### src/rtl/dff_rr_arbiter.sv
// Round-robin arbiter for one shared registered data bit, with a per-grant burst limit.
// Grant follows request by 1 edge; a transfer lands on d_out 1 edge after the grant.
module dff_rr_arbiter #(
  parameter int NREQ      = 4,
  parameter int MAX_BURST = 4
) (
  input  logic                    clk,
  input  logic                    rst,
  input  logic [NREQ-1:0]         req,
  input  logic [NREQ-1:0]         d_in,
  output logic [NREQ-1:0]         gnt,
  output logic                    d_out,
  output logic                    d_valid,
  output logic [$clog2(NREQ)-1:0] d_src
);

  localparam int SW = $clog2(NREQ);
  localparam logic [3:0] MB4 = 4'(MAX_BURST);

  typedef enum logic {IDLE, BUSY} state_t;

  state_t          state_q, state_d;
  logic [NREQ-1:0] gnt_q, gnt_d;
  logic [SW-1:0]   owner_q, owner_d;
  logic [SW-1:0]   ptr_q, ptr_d;
  logic [3:0]      burst_cnt_q, burst_cnt_d;
  logic            d_out_q, d_out_d;
  logic            d_valid_q, d_valid_d;
  logic [SW-1:0]   d_src_q, d_src_d;

  logic            xfer;
  logic            release_gnt;
  logic [SW-1:0]   nxt_ptr;

  // First set request at or above start, wrapping; rotating makes the lowest
  // rotated position the winner.
  function automatic logic [SW-1:0] rr_pick(input logic [NREQ-1:0] r,
                                            input logic [SW-1:0]   start);
    logic [2*NREQ-1:0] dbl;
    logic [NREQ-1:0]   rot;
    logic [SW:0]       sum;
    dbl     = {r, r};
    rot     = NREQ'(dbl >> start);
    rr_pick = start;
    for (int k = NREQ - 1; k >= 0; k--) begin
      if (rot[k]) begin
        sum = {1'b0, start} + (SW+1)'(k);
        if (sum >= (SW+1)'(NREQ)) sum = sum - (SW+1)'(NREQ);
        rr_pick = sum[SW-1:0];
      end
    end
  endfunction

  function automatic logic [NREQ-1:0] onehot(input logic [SW-1:0] i);
    onehot    = '0;
    onehot[i] = 1'b1;
  endfunction

  always_comb begin
    state_d     = state_q;
    gnt_d       = gnt_q;
    owner_d     = owner_q;
    ptr_d       = ptr_q;
    burst_cnt_d = burst_cnt_q;
    d_out_d     = d_out_q;
    d_src_d     = d_src_q;
    d_valid_d   = 1'b0;
    xfer        = 1'b0;
    release_gnt = 1'b0;
    nxt_ptr     = ptr_q;

    case (state_q)
      IDLE: begin
        if (|req) begin
          owner_d     = rr_pick(req, ptr_q);
          gnt_d       = onehot(owner_d);
          burst_cnt_d = 4'd0;
          state_d     = BUSY;
        end
      end
      BUSY: begin
        xfer = req[owner_q];
        if (xfer) begin
          d_out_d     = d_in[owner_q];
          d_src_d     = owner_q;
          d_valid_d   = 1'b1;
          burst_cnt_d = burst_cnt_q + 4'd1;
        end
        release_gnt = !xfer || (burst_cnt_q + 4'd1 == MB4);
        if (release_gnt) begin
          // Hand over on the same edge so a waiting requester never sees an idle cycle.
          nxt_ptr     = (owner_q == SW'(NREQ - 1)) ? '0 : owner_q + 1'b1;
          ptr_d       = nxt_ptr;
          burst_cnt_d = 4'd0;
          if (|req) begin
            owner_d = rr_pick(req, nxt_ptr);
            gnt_d   = onehot(owner_d);
          end else begin
            gnt_d   = '0;
            state_d = IDLE;
          end
        end
      end
      default: begin
        state_d = IDLE;
        gnt_d   = '0;
      end
    endcase
  end

  always_ff @(posedge clk or negedge rst) begin
    if (!rst) begin
      state_q     <= IDLE;
      gnt_q       <= '0;
      owner_q     <= '0;
      ptr_q       <= '0;
      burst_cnt_q <= 4'd0;
      d_out_q     <= 1'b0;
      d_valid_q   <= 1'b0;
      d_src_q     <= '0;
    end else begin
      state_q     <= state_d;
      gnt_q       <= gnt_d;
      owner_q     <= owner_d;
      ptr_q       <= ptr_d;
      burst_cnt_q <= burst_cnt_d;
      d_out_q     <= d_out_d;
      d_valid_q   <= d_valid_d;
      d_src_q     <= d_src_d;
    end
  end

  assign gnt     = gnt_q;
  assign d_out   = d_out_q;
  assign d_valid = d_valid_q;
  assign d_src   = d_src_q;

endmodule

### config.mk
export PLATFORM = sky130hd
export DESIGN_NAME = dff_rr_arbiter
export DESIGN_NICKNAME = d
export VERILOG_FILES = /design/src/rtl/dff_rr_arbiter.sv
export SDC_FILE = /design/constraint.sdc
export NUM_CORES = 1
export LEC_CHECK = 0
export CORE_AREA = 5 5 63 65
export CTS_BUF_LIST = sky130_fd_sc_hd__clkbuf_2 sky130_fd_sc_hd__clkbuf_4 sky130_fd_sc_hd__clkbuf_8
export CTS_CLUSTER_DIAMETER = 80
export DETAILED_ROUTE_END_ITERATION = 8
export DIE_AREA = 0 0 68 70
export PLACE_DENSITY = 0.6
export SYNTH_ARGS = -nofsm -noshare
export SYNTH_HDL_FRONTEND = slang
export SYNTH_SLANG_ARGS = --single-unit
### constraint.sdc
create_clock -name clk -period 2.1 [get_ports clk]
set_input_delay 0.42 -clock clk [delete_from_list [all_inputs] [get_ports clk]]
set_output_delay 0.42 -clock clk [all_outputs]
set_load 0.01 [all_outputs]
# ---- Yosys cells after proc, flatten, opt, wreduce, memory -nomap -nowiden
# Index checks and enable logic that the tools add are counted.
# W data, S select, Z words.
dict set report classes {
  add_sub_neg 16
  n_mul 0
  div 0
  order_cmp 13
  n_eq_ne 6
  shifts 2
  mux 47
  n_bitwise 1
  n_reduce_logical 10
}
# operator n
set op_table {}
lappend op_table {{$mux W2} 25}
lappend op_table {{$mux W4} 6}
lappend op_table {{$ge A3 B3 Y1 const B} 6}
lappend op_table {{$pmux W4 S2} 2}
lappend op_table {{$shr A8 B2 Y4} 2}
lappend op_table {{$sub A2 B1 Y2 const B} 8}
lappend op_table {{$add A2 B2 Y3 const B} 4}
lappend op_table {{$lt A2 B3 Y1 const B} 3}
lappend op_table {{$mux W1} 8}
lappend op_table {{$reduce_and A2 Y1} 4}
lappend op_table {{$add A2 B1 Y3 const B} 2}
lappend op_table {{$ge A2 B3 Y1 const B} 2}
lappend op_table {{$add A4 B1 Y4 const B} 1}
lappend op_table {{$bmux W1 S2} 2}
lappend op_table {{$demux W1 S2} 2}
lappend op_table {{$eq A4 B3 Y1 const B} 1}
lappend op_table {{$ge A2 B1 Y1 const B} 2}
lappend op_table {{$ne A2 B1 Y1 const B} 2}
lappend op_table {{$pmux W2 S2} 1}
lappend op_table {{$reduce_or A4 Y1} 1}
lappend op_table {{$ne A3 B1 Y1 const B} 1}
lappend op_table {{$reduce_and A3 Y1} 1}
lappend op_table {{$add A2 B1 Y2 const B} 1}
lappend op_table {{$eq A2 B2 Y1 const B} 1}
lappend op_table {{6 further kinds} 7}
dict set report totals {
  regBits 17
  latch_bits 0
  mem_bits_rw 0
  mem_bits_ro 0
  in_bits 10
  elab_cells 103
  n_memories 0
}

# ---- Depth between registers and ports, before layout
dict set report depth {
  word_depth 19
  ltp_mapped 7
  ltp_nobuf 6
}

# ---- Worst setup path before layout
# Ideal clock, no wire load.
dict set report synth_timing {
  kind {register -> register}
  start {reg owner_q[0]}
  end {reg gnt_q[1] (netlist: gnt[1])}
  t_arrival_ns 1.778
  t_required_ns 1.970
  setup_slack_ns 0.192
  stages_incl_launch_ff 7
  n_path_buf 0
  synth_period_minus_slack_ns 1.908
  cell_sequence {dfrtp_1 ha_1 or3b_1 o32a_1 o2111a_1 a32oi_1 a21oi_1}
}
dict set report synth_via {
  elab_chain_cells 19
  word_cells_on_any_way 40
  classes_between {add/sub: 8; order compare: 6; eq/ne: 2; shift: 1; mux: 19; reduce/logical: 4}
}
# element line_no
set synth_lines {}
lappend synth_lines {{from (decl)} 24} ;# logic [SW-1:0] owner_q, owner_d;
lappend synth_lines {{from (signal assigned)} 124} ;# owner_q <= owner_d;
lappend synth_lines {{$add A2 B1 Y2 or $eq A2 B2 Y1 (tied branches)} 92} ;# nxt_ptr = (owner_q == SW'(NREQ - 1)) ? '0 : owner_q + 1'b1;
lappend synth_lines {{$mux W2} 92}
lappend synth_lines {{$add A2 B2 Y3} 47} ;# sum = {1'b0, start} + (SW+1)'(k);
lappend synth_lines {{$ge A3 B3 Y1 or $sub A2 B1 Y2 (tied branches)} 48} ;# if (sum >= (SW+1)'(NREQ)) sum = sum - (SW+1)'(NREQ);
lappend synth_lines {{$mux W2} 48}
lappend synth_lines {{$mux W2 (4 in series)} 46} ;# if (rot[k]) begin
lappend synth_lines {{$mux W2} 95} ;# if (|req) begin
lappend synth_lines {{$mux W2} 90} ;# if (release_gnt) begin
lappend synth_lines {{$mux W2} 72} ;# case (state_q)
lappend synth_lines {{$lt A2 B3 Y1 (not written as such) or $ge A2 B1 Y1 (tied branches)} 56} ;# onehot[i] = 1'b1;
lappend synth_lines {{$logic_and A1 B1 Y1 (not written as such)} 56}
lappend synth_lines {{$mux W1 (not written as such)} 56}
lappend synth_lines {{$demux W1 S2} 56}
lappend synth_lines {{$mux W4} 95}
lappend synth_lines {{$mux W4} 90}
lappend synth_lines {{$pmux W4 S2} 72}
lappend synth_lines {{to (signal assigned)} 123} ;# gnt_q <= gnt_d;
lappend synth_lines {{to (decl)} 23} ;# logic [NREQ-1:0] gnt_q, gnt_d;
# Parallel ways exist; a longest one is shown, timed or not. The select of a mux whose other input is x is not followed.
# A chain may end at the register's enable or synchronous reset.

# ---- Worst setup path in the final report
dict set report layout_timing {
  start {in req[2]}
  end {reg gnt_q[3] (netlist: gnt[3])}
}
dict set report layout_via {
  elab_chain_cells 15
  word_cells_on_any_way 37
  classes_between {order compare: 4; eq/ne: 2; shift: 2; mux: 23; reduce/logical: 6}
}
# element line_no
set layout_lines {}
lappend layout_lines {{from (decl)} 9} ;# input logic [NREQ-1:0] req,
lappend layout_lines {{$shr A8 B2 Y4} 43} ;# rot = NREQ'(dbl >> start);
lappend layout_lines {{$mux W2 (4 in series)} 46}
lappend layout_lines {{$mux W2} 95}
lappend layout_lines {{$mux W2} 90}
lappend layout_lines {{$mux W2} 72}
lappend layout_lines {{$lt A2 B3 Y1 (not written as such) or $ge A2 B1 Y1 (tied branches)} 56}
lappend layout_lines {{$logic_and A1 B1 Y1 (not written as such)} 56}
lappend layout_lines {{$mux W1 (not written as such)} 56}
lappend layout_lines {{$demux W1 S2} 56}
lappend layout_lines {{$mux W4} 95}
lappend layout_lines {{$mux W4} 90}
lappend layout_lines {{$pmux W4 S2} 72}
# Parallel ways exist; a longest one is shown, timed or not. The select of a mux whose other input is x is not followed.

==> metrics.txt <==
# TYPE chip_impl_metric gauge
chip_impl_metric{name="critical-path-max-stage-delay",unit="ns"} 0.52
chip_impl_metric{name="cts.sinks",unit=""} 17
chip_impl_metric{name="number_of_instances_in_the_placed_design",unit=""} 206
chip_impl_metric{name="fin_skew",unit="ns"} 0.00187
chip_impl_metric{name="finalHoldViolations",unit=""} 0
chip_impl_metric{name="first_pass_grt_wire_length",unit="um"} 5120
chip_impl_metric{name="ys.warnings.count",unit=""} 0
chip_impl_metric{name="dieArea",unit="mm^2"} 0.00476
chip_impl_metric{name="initial_utilization",unit="%"} 38.7
chip_impl_metric{name="final_cells",unit=""} 210
chip_impl_metric{name="number_of_nets_still_failing_antenna_checks_after_routing",unit=""} 0
chip_impl_metric{name="number_of_h_tree_levels",unit=""} 1
chip_impl_info{name="layout_common_cells",value="buf_4 (19), dfrtp_1 (17), clkdlybuf4s50_1 (15)"} 1
chip_impl_metric{name="synth_xor_xnor_area_share",unit="%"} 0.690
chip_impl_metric{name="routed_via_count",unit=""} 1102
chip_impl_metric{name="drcViolationCount",unit=""} 0
chip_impl_info{name="critical_path_cell_sequence",value="clkdlybuf4s50_1, buf_4, or2_2, a31oi_1, o2111a_1, o21ai_0, a31oi_1"} 1
chip_impl_metric{name="finalCriticalPeriod",unit="ns"} 1.99
chip_impl_info{name="most_common_library_cell_in_the_layout_ignoring_fill_and_taps",value="buf_4"} 1
chip_impl_metric{name="postSynthNetCount",unit=""} 145
chip_impl_metric{name="synthDistinctLibCells",unit=""} 55
chip_impl_metric{name="required",unit="ns"} 2.31
chip_impl_info{name="rsz_0062_raised_after_global_routing",value="no"} 1
chip_impl_info{name="root_buffer",value="clkbuf_4"} 1
chip_impl_metric{name="final.fill_count",unit=""} 324
chip_impl_info{name="status",value="finished, final reports clean"} 1
chip_impl_metric{name="routed_wl_per_cell",unit="um"} 13.9
chip_impl_metric{name="num-nets-final",unit=""} 178
chip_impl_metric{name="yosys-mux-area-fraction",unit="%"} 7.68
chip_impl_metric{name="syn_std_cell_area",unit="mm^2"} 0.00127
chip_impl_metric{name="timing.critical_path.arrival",unit="ns"} 2.20
chip_impl_metric{name="min_period_over_period",unit="%"} 94.6
chip_impl_metric{name="layout.core_utilization",unit="%"} 49.2
chip_impl_metric{name="setup_violations",unit=""} 0
chip_impl_metric{name="core.rowCount",unit=""} 21
chip_impl_metric{name="place.port_buffers",unit=""} 17
chip_impl_metric{name="boundaryPins",unit=""} 18
chip_impl_metric{name="worst_slew_pin_slew",unit="ns"} 0.505
chip_impl_info{name="end_kind",value="register"} 1
chip_impl_info{name="setup_crit_start_kind",value="primary input"} 1
chip_impl_metric{name="first_global_vias",unit=""} 1129
chip_impl_metric{name="die_y",unit="um"} 70
chip_impl_metric{name="number_of_antenna_diodes",unit=""} 0
chip_impl_metric{name="postRouteWirelength",unit="um"} 2920
chip_impl_metric{name="grt_overflow",unit=""} 0
chip_impl_metric{name="max-slew-margin-rel",unit="%"} 66.4
chip_impl_info{name="timing.critical_path.slowest_stage_cell",value="clkdlybuf4s50_1"} 1
chip_impl_metric{name="synth_adder_area_share",unit="%"} 2.96
chip_impl_metric{name="clock_path_buffers",unit=""} 2
chip_impl_metric{name="post_synthesis_compound_gate_area_fraction",unit="%"} 24.7
chip_impl_metric{name="leakage",unit="nW"} 0.714
chip_impl_metric{name="post_synth_and_or_nand_nor_area_fraction",unit="%"} 23.5
chip_impl_info{name="crit_family",value="compound AO/OA/AOI/OAI gates"} 1
chip_impl_info{name="main_combinational_cell_family_by_area_after_synthesis",value="compound AO/OA/AOI/OAI gates"} 1
chip_impl_metric{name="cts_inserted_buffers",unit=""} 3
chip_impl_metric{name="synth-seq-cells",unit=""} 17
chip_impl_info{name="min-delay-path-class",value="in -> async"} 1
chip_impl_info{name="cts_tree",value="built"} 1
chip_impl_metric{name="cts_hold_buf",unit=""} 0
chip_impl_metric{name="drt_pass1_iterations",unit=""} 4
chip_impl_metric{name="area_delta_synth_final",unit="%"} 27.2
chip_impl_metric{name="max_cap_violations",unit=""} 0
chip_impl_metric{name="path_clk_slew",unit="ns"} 0.09
chip_impl_metric{name="power.ir.vdd_worst",unit="mV"} 0.450
chip_impl_metric{name="critical_path_fanout_max",unit=""} 7
chip_impl_metric{name="fraction_of_final_layout_cells_sized_beyond_drive_strength_1",unit="%"} 26.2
chip_impl_info{name="worst-setup-path-type",value="in -> reg"} 1
chip_impl_metric{name="part_of_the_yosys_area_used_for_sequential_elements",unit="%"} 33.5
chip_impl_metric{name="grt_usage",unit="%"} 13.9
chip_impl_metric{name="synth.avg_cell_area",unit="um^2"} 9.62
chip_impl_metric{name="core_area",unit="mm^2"} 0.00328
chip_impl_metric{name="post_synth_inst_count",unit=""} 132
chip_impl_metric{name="final_cell_area",unit="mm^2"} 0.00162
chip_impl_info{name="timing.critical_path.from",value="req[2]"} 1
chip_impl_metric{name="place.gp.congestion",unit=""} 0.836
chip_impl_metric{name="final_max_tran_viols",unit=""} 0
chip_impl_metric{name="worst_skew_pair.late_latency",unit="ns"} 0.28
chip_impl_metric{name="die_w",unit="um"} 68
chip_impl_metric{name="fmax",unit="GHz"} 0.503
chip_impl_info{name="reg2reg_from",value="owner_q[0]"} 1
chip_impl_metric{name="maximum_number_of_pins_on_one_net_before_global_route_repair",unit=""} 18
chip_impl_metric{name="vias_per_cell",unit=""} 5.25
chip_impl_metric{name="power_density",unit="mW/mm^2"} 1330
chip_impl_metric{name="placedInstanceArea",unit="mm^2"} 0.00158
chip_impl_metric{name="antenna_found_initial",unit=""} 0
chip_impl_metric{name="initial_detailed_routing_violation_count",unit=""} 51
chip_impl_metric{name="path_buf_inv",unit=""} 2
chip_impl_metric{name="detailed_place_hpwl",unit="um"} 2340
chip_impl_info{name="path_common_cell",value="a31oi_1"} 1
[state kept, by name (all words and copies together), names as in the netlist]
register     cells
gnt              4
burst_cnt_q      4
owner_q          2
state_q          1
d_valid          1
d_src            2
ptr_q            2
d_out            1
[where the power goes]
part	switching, mW	leakage, nW	internal, mW	total [mW]
clock	0.0980	0.0184	0.0867	0.185
combinational	0.690	0.488	0.704	1.39
sequential	0.104	0.207	0.470	0.574
[layer usage]
layer	share of wire (%)	GRT usage [%]	wire [um]	vias to the layer above
li1	-	-	-	550
met1	43	17.5	1270	528
met2	52	23.3	1510	20
met3	3.0	1.76	88	4
met4	1.9	5.96	55	0
met5	0	0	0	-
[cells in the mapped netlist (all sizes together)]
cell,n,area [um^2]
mux2,2,22.5
a2111oi,1,15.0
nor3,2,10.0
a21bo,1,10.0
nor4bb,1,10.0
buf,7,58.8
ha,3,37.5
nor2,11,48.8
a22oi,1,7.51
clkbuf,1,3.75
o32a,1,10.0
dfrtp,17,425
mux4,2,45.0
o21a,1,7.51
or3b,1,8.76
a31oi,6,50.0
a211oi,1,7.51
xor2,1,8.76
o2111a,1,11.3
or2,3,18.8
and3b,2,17.5
inv,6,25.0
a32oi,1,8.76
o22ai,3,25.0
a32o,1,10.0
a221o,1,10.0
or4,1,7.51
a21oi,3,26.3
mux2i,3,30.0
o21ai,11,55.1
o2111ai,1,15.0
nand3b,2,15.0
nand3,1,5.00
nand2,15,73.8
a21boi,2,18.8
a21o,1,7.51
and4b,2,20.0
nor3b,1,7.51
nor2b,5,31.3
a211o,1,8.76
o21ba,1,10.0
nand2b,4,25.0
[cell families (layout without fill, tap and decap cells)]
| kind of cell | after synthesis | in the layout |
|---|---|---|
| and+or+nand+nor | 51 | 51 |
| xor gates and xnor gates | 1 | 1 |
| muxes | 7 | 7 |
| AOI/OAI and AO/OA | 39 | 39 |
| buffers and inverters | 14 | 46 |
| adders and majority gates | 3 | 3 |
| DFF | 17 | 17 |
[worst reg2reg max path, cell delays in order (launching register included)]
cell      delay (ns)
dfrtp_1         0.40
ha_2            0.23
or3b_1          0.41
o32a_1          0.39
o2111a_1        0.14
a32oi_1         0.20
a21oi_1         0.09
[worst paths after layout]
check	slack (ns)	to	cells past startpoint
min in group clk	0.48	d_out	2
min	0.46	d_src[1]	2
max	0.11	gnt[3]	7
max reg2reg	0.13	gnt[1]	6
min reg2reg	0.48	d_out	2
max in group asynchronous	1.45	burst_cnt_q[2]	2
[what timing repair did]
action | CTS | global route
setup buffers | 0 | 0
setup endpoints to repair | 0 | 5
gates resized for setup | 0 | 3
[area by class of cell]
type                    instances  area [um^2]  share of cell area [%]
multi-input cells             101          759                    47.0
repair buffers                 36          318                    19.7
flip-flops and latches         17          425                    26.3
inverters                       6         25.0                    1.55
well taps                      46         57.6                    3.56
clock buffers                   4         30.0                    1.86
[stage by stage]
step / total power [mW] / hold WS [ns] / setup slack, ns / setup TNS (ns)
after detailed placement: 1.97 / 0.461 / -0.253 / -1.84
after global routing: 2.35 / 0.475 / 0.0202 / 0
after global placement: 1.95 / 0.456 / -0.205 / -1.39
after CTS: 2.16 / 0.470 / 0.0645 / 0
after floorplan: 1.48 / 0.124 / 0.192 / 0
final: 2.15 / 0.460 / 0.112 / 0
Power figures use the tool's default switching activity.
